File: src/rtl/rf_32_if.sv
// Port bundle for the 32x32 register file.
// Read/write requests in, registered read data and finish out.
interface rf_32_if;
  logic        read_enabled;
  logic [4:0]  read_addr_s;
  logic [4:0]  read_addr_t;
  logic        write_enabled;
  logic [4:0]  write_addr;
  logic [31:0] write_data;
  logic [31:0] outA;
  logic [31:0] outB;
  logic        finish;

  modport master (
    output read_enabled,
    output read_addr_s,
    output read_addr_t,
    output write_enabled,
    output write_addr,
    output write_data,
    input  outA,
    input  outB,
    input  finish
  );

  modport slave (
    input  read_enabled,
    input  read_addr_s,
    input  read_addr_t,
    input  write_enabled,
    input  write_addr,
    input  write_data,
    output outA,
    output outB,
    output finish
  );
endinterface

File: src/rtl/rf_32.sv
// 32-entry x 32-bit register file, two sync read ports, one write.
// Reads are write-first; finish strobes after any enabled edge.
module rf_32 (
  input logic    clock,
  input logic    reset_n,
  rf_32_if.slave bus
);
  logic [31:0] register_file [0:31];
  logic        fwd_a;
  logic        fwd_b;

  // Same-edge write to a read address is forwarded to that port.
  assign fwd_a = bus.write_enabled &&
                 (bus.write_addr == bus.read_addr_s);
  assign fwd_b = bus.write_enabled &&
                 (bus.write_addr == bus.read_addr_t);

  always_ff @(posedge clock) begin
    if (!reset_n) begin
      for (int i = 0; i < 32; i++) begin
        register_file[i] <= '0;
      end
      bus.outA   <= '0;
      bus.outB   <= '0;
      bus.finish <= 1'b0;
    end else begin
      if (bus.write_enabled) begin
        register_file[bus.write_addr] <= bus.write_data;
      end
      if (bus.read_enabled) begin
        bus.outA <= fwd_a ? bus.write_data
                          : register_file[bus.read_addr_s];
        bus.outB <= fwd_b ? bus.write_data
                          : register_file[bus.read_addr_t];
      end
      bus.finish <= bus.read_enabled | bus.write_enabled;
    end
  end
endmodule

File: src/flat_wrapper.sv
// flat-port wrapper written by rule: the top's interface ports become plain ports
module rf_32_flat 
  (clock, reset_n, bus_read_enabled, bus_read_addr_s, bus_read_addr_t, bus_write_enabled, bus_write_addr, bus_write_data, bus_outA, bus_outB, bus_finish);
  rf_32_if bus_i ();
  input logic clock;
  input logic reset_n;
  input wire logic [$bits(bus_i.read_enabled)-1:0] bus_read_enabled;
  input wire logic [$bits(bus_i.read_addr_s)-1:0] bus_read_addr_s;
  input wire logic [$bits(bus_i.read_addr_t)-1:0] bus_read_addr_t;
  input wire logic [$bits(bus_i.write_enabled)-1:0] bus_write_enabled;
  input wire logic [$bits(bus_i.write_addr)-1:0] bus_write_addr;
  input wire logic [$bits(bus_i.write_data)-1:0] bus_write_data;
  output wire logic [$bits(bus_i.outA)-1:0] bus_outA;
  output wire logic [$bits(bus_i.outB)-1:0] bus_outB;
  output wire logic [$bits(bus_i.finish)-1:0] bus_finish;
  assign bus_i.read_enabled = bus_read_enabled;
  assign bus_i.read_addr_s = bus_read_addr_s;
  assign bus_i.read_addr_t = bus_read_addr_t;
  assign bus_i.write_enabled = bus_write_enabled;
  assign bus_i.write_addr = bus_write_addr;
  assign bus_i.write_data = bus_write_data;
  assign bus_outA = bus_i.outA;
  assign bus_outB = bus_i.outB;
  assign bus_finish = bus_i.finish;
  rf_32 u_core (.clock(clock), .reset_n(reset_n), .bus(bus_i));
endmodule
File: config.mk
export PLATFORM = sky130hd
export DESIGN_NAME = rf_32_flat
export DESIGN_NICKNAME = d
export VERILOG_FILES = /design/src/rtl/rf_32_if.sv /design/src/rtl/rf_32.sv /design/src/flat_wrapper.sv
export SDC_FILE = /design/constraint.sdc
export NUM_CORES = 2
export LEC_CHECK = 0
export CAP_MARGIN = 5
export CORE_ASPECT_RATIO = 0.8
export CORE_UTILIZATION = 40
export CTS_BUF_LIST = sky130_fd_sc_hd__clkbuf_16
export CTS_CLUSTER_DIAMETER = 50
export DETAILED_ROUTE_END_ITERATION = 8
export MAX_ROUTING_LAYER = met4
export SLEW_MARGIN = 30
export SYNTH_ARGS = -nofsm -noshare
export SYNTH_HDL_FRONTEND = slang
export SYNTH_SLANG_ARGS = --single-unit
File: constraint.sdc
create_clock -name clock -period 10.4 [get_ports clock]
set_input_delay 2.6 -clock clock [delete_from_list [all_inputs] [get_ports clock]]
set_output_delay 2.6 -clock clock [all_outputs]
set_load 0.01 [all_outputs]
# After elaboration in Yosys (flattened, before gate mapping)
# Memory sizes are Yosys's and may differ from the RTL's. A register that Yosys moved wholly into a read port is not among the register bits.
# Index checks and enable logic that the tools add are counted.
# word_totals
ff_bits,1
ramBits,1024
in_bits,51
out_inout_bits,65
word_cells,13
memories,1
# op_classes
mux,7
bitwise,1
reduce_logical,3
# mem_list
name,depth,width,rd,rd_clocked_by_memory_dff,write_ports,line_no,source
u_core.register_file,32,32,2,2,32,rf_32.sv:8,logic [31:0] register_file [0:31];
# ops
op,count
2-to-1 mux 32 bit,1
OR reduction 32 bit,1
2-to-1 mux 1 bit,5
2-to-1 mux 5 bit,1
zero test 1 bit,2
bitwise OR 1 bit,1

# Depth between registers and ports, before layout
# logic_depth
ltp_word,5
mapped_depth,10
ltp_nobuf,5

# Least setup slack after synthesis
# Ideal clock, no wire load.
# synth_path
path_type,input-to-reg
startpoint,in bus_write_addr[2]
endpoint,"mem u_core.register_file[11][0], enable pin"
arrival_time_ps,5690
required_time_ps,9934
setup_slack_ps,4245
cell_stages,4
n_path_buf,2
path_cell_list,buf_2 -> or3b_2 -> clkbuf_1 -> o21ai_0
# synth_rtl
element,line_no,source
"start, declared",flat_wrapper.sv:11,input wire logic [$bits(bus_i.write_addr)-1:0] bus_write_addr;
"end, declared",rf_32.sv:8,

==> flow_summary.json <==
{
  "outcome": "finished, final reports clean",
  "powerDensity_nw_per_um2": 168.8,
  "cp-end-kind": "register",
  "drtIter0Drc": 6094,
  "yosysSeqAreaShare_pct": 56.53,
  "cts_buffer_depth": 3,
  "ys_async_sr_fraction_pct": 0,
  "track_usage_pct": 30.19,
  "clock-sinks": 1089,
  "leakage_nw": 21.62,
  "fin_setup_tns_ps": 0,
  "synthesis.nets": 3719,
  "portBuffers": 115,
  "worstHoldEndpoint": "u_core.bus.outA[28]$_SDFFE_PN0P_",
  "drt_wl_total_microns": 212100,
  "synth_edf_count": 1024,
  "h-tree-depth": 3,
  "yosys_warnings": 0,
  "r2r_start": "u_core.register_file[11][14]$_SDFFCE_PN0P_",
  "max_slew.worst_pin.slew_ps": 1087,
  "cts_inserted_buffers": 118,
  "hold_viol": 0,
  "period_needed_ps": 5607,
  "fmax_mhz": 178.4,
  "drive_above_1_share_pct": 26.82,
  "cp_slowest_cell": "o21ai_4",
  "via_count": 36840,
  "fin_skew_ps": 39.91,
  "finalWeightedCongestion": 0.8983,
  "min_from": "u_core.bus.outA[28]$_SDFFE_PN0P_",
  "r2r-end": "u_core.bus.outA[14]$_SDFFE_PN0P_",
  "grt_setup_unrepaired": "no",
  "path_cells": "clkdlybuf4s50_1, and2_1, nand3_2, o21ai_4, buf_4",
  "synth_top_area_share_pct": 54.23,
  "syn_inst": 3668,
  "maxCapViolCount": 0,
  "fin_cells": 5637,
  "r2r_cells": 5,
  "path_max_fanout": 19,
  "irDropWorstVdd_mv": 0.1306,
  "required_ps": 10790,
  "ant_nets": 0,
  "dieArea_sq_um": 143300,
  "cts_tree": "done",
  "initial_core_util_pct": 40.31,
  "crit_buf_inv": 2,
  "cts_setup_buffers": 0,
  "startpoint": "bus_write_enabled",
  "dpl.hpwl_microns": 130400,
  "grt_start_max_net_pins": 129,
  "drcViolationCount": 0,
  "syn2layout_area_growth_pct": 13.62,
  "post_drt_wl_per_cell_microns": 37.63,
  "r2r_setup_slack_ps": 8220,
  "avgSynthCellArea_sq_um": 15.46,
  "clk_pin_slew_ps": 60,
  "yosysTopAreaCell": "edfxtp_1",
  "vias_per_cell": 6.535,
  "num_io_pins": 116,
  "power.total_mw": 10.87,
  "firstDrtPassIters": 5,
  "first_global_vias": 35150,
  "coreArea_sq_um": 140700,
  "die_w_microns": 422.9,
  "worstSetupPathType": "input port to register",
  "synth_area_sq_um": 56700,
  "ctsHoldBuffers": 0,
  "slew_headroom_pct": 27.55,
  "cp_data_arrival_time_ps": 6000,
  "finalMaxSlewViolations": 0,
  "post-route-period-util_pct": 53.91,
  "start_kind": "input port",
  "critical-path-max-stage-delay_ps": 1120,
  "gr-total-overflow": 0,
  "synth_ff_type": "edfxtp_1",
  "hold_depth": 1,
  "root_buffer": "clkbuf_16",
  "antenna_found_initial": 22,
  "finalNetCount": 3697,
  "dp.cells": 5399,
  "grt_pass1_wl_microns": 291300,
  "setup_viol": 0,
  "fp-row-count": 123,
  "cts-resized-gates": 0,
  "yosys-top-cells-area": "edfxtp_1, mux4_2, and2_1, dfxtp_1, clkbuf_1",
  "die_y_microns": 338.7,
  "yosys.cell_types.count": 54,
  "clkLatencyLatePin_ps": 780,
  "hp-class": "register to register",
  "crit_family": "buffers and inverters",
  "ys_ff_latch": 1089
}
synthesized netlist by cell type (20+ instances only):
cell and count:
o221a_2 20, buf_2 50, a22o_1 22, o221a_1 20, nor2_1 76, dfxtp_1 65, mux4_2 539, o22ai_1 72
nand2_1 30, a22oi_1 66, mux2i_1 56, edfxtp_1 1024, o21ai_0 56, clkbuf_1 280, buf_4 34, and2_1 1029
power breakdown:
| part | total (mW) | internal, mW | leakage [nW] | switching [mW] |
|---|---|---|---|---|
| registers | 5.20 | 5.04 | 10.3 | 0.161 |
| clock network | 4.39 | 2.46 | 2.05 | 1.93 |
| logic | 1.28 | 0.544 | 9.30 | 0.737 |
kinds of logic after synthesis:
logic type / synth area share, %
multiplexers: 22.60
XOR/XNOR: 0.1545
AND/OR/NAND/NOR: 13.05
flip-flops: 56.53
buffers and inverters: 3.231
AO/OA/AOI/OAI: 4.436
worst max path at each step:
stage	slack (ps)	end	cells after the start
2_1_floorplan	4240	u_core.register_file[11][0]$_SDFFCE_PN0P_	4
3_3_place_gp	4110	u_core.register_file[7][29]$_SDFFCE_PN0P_	5
3_5_place_dp	4130	u_core.register_file[7][29]$_SDFFCE_PN0P_	5
4_1_cts	4850	u_core.register_file[7][29]$_SDFFCE_PN0P_	5
5_1_grt	4740	u_core.register_file[7][29]$_SDFFCE_PN0P_	5
6_report	4790	u_core.register_file[19][19]$_SDFFCE_PN0P_	5
cell usage in the layout, fill, tap and decap left out, drive strengths merged, types with 5 or more instances in the layout:
cell | synthesis | routed
mux2 | 10 | 10
a211oi | 8 | 8
a22o | 22 | 22
buf | 116 | 170
bufinv | 0 | 13
o221ai | 12 | 12
nand3b | 8 | 8
a221o | 13 | 13
clkinv | 0 | 49
dfxtp | 65 | 65
nand2b | 13 | 13
nor2b | 13 | 13
a22oi | 66 | 66
o21ai | 57 | 57
edfxtp | 1024 | 1024
nand3 | 8 | 8
a31oi | 8 | 8
nand2 | 30 | 30
inv | 6 | 44
nor2 | 76 | 76
nor3 | 14 | 14
xor2 | 6 | 6
o221a | 40 | 40
mux2i | 56 | 56
a21oi | 12 | 12
a32o | 8 | 8
o22ai | 72 | 72
o2bb2ai | 6 | 6
mux4 | 539 | 539
nor4 | 18 | 18
and2 | 1029 | 1029
clkbuf | 282 | 123
clkdlybuf4s50 | 0 | 85
diode | 0 | 11
or3 | 5 | 5
routing by layer:
| layer | vias up | share of wire [%] | global-route usage, % | wire length, microns |
|---|---|---|---|---|
| met1 | 19410 | 40 | 42.34 | 83900 |
| met5 | - | 0 | - | 0 |
| li1 | 14250 | - | - | - |
| met3 | 401 | 13 | 7.865 | 27450 |
| met2 | 2771 | 43 | 41.74 | 91060 |
| met4 | 0 | 4.6 | 11.94 | 9726 |
registers in the layout, indices dropped and copies added (netlist names):
name / cells
u_core.bus.outA: 32
u_core.bus.outB: 32
u_core.bus.finish: 1
u_core.register_file: 1024
worst register-to-register path, cell delays in order (launching register included):
cell,delay [ps]
edfxtp_1,380
mux4_2,460
nor2b_1,140
a211oi_1,650
nor4_1,120
a221o_1,290
final cells by class:
cell class / instances / area [sq um]
clock buffer: 122 / 3053
tap: 1875 / 2346
timing repair buffer: 256 / 2494
clock inverter: 103 / 924.6
sequential: 1089 / 32050
inverter: 6 / 22.52
multi-input combinational: 2175 / 23500
fill: 12140 / 76240
antenna: 11 / 27.53
stage by stage:
stage | area (sq um) | hold WS, ps | util, % | setup slack, ps
6_report | 64420 | 513.6 | 45.80 | 4793
5_1_grt | 64400 | 515.1 | 45.79 | 4743
4_1_cts | 64340 | 504.3 | 45.74 | 4850
3_5_place_dp | 60360 | 474.5 | 42.91 | 4131
3_3_place_gp | 60020 | 480.2 | 42.67 | 4108
2_1_floorplan | 56700 | 524.9 | - | 4245
(Power assumes the default switching activity.)
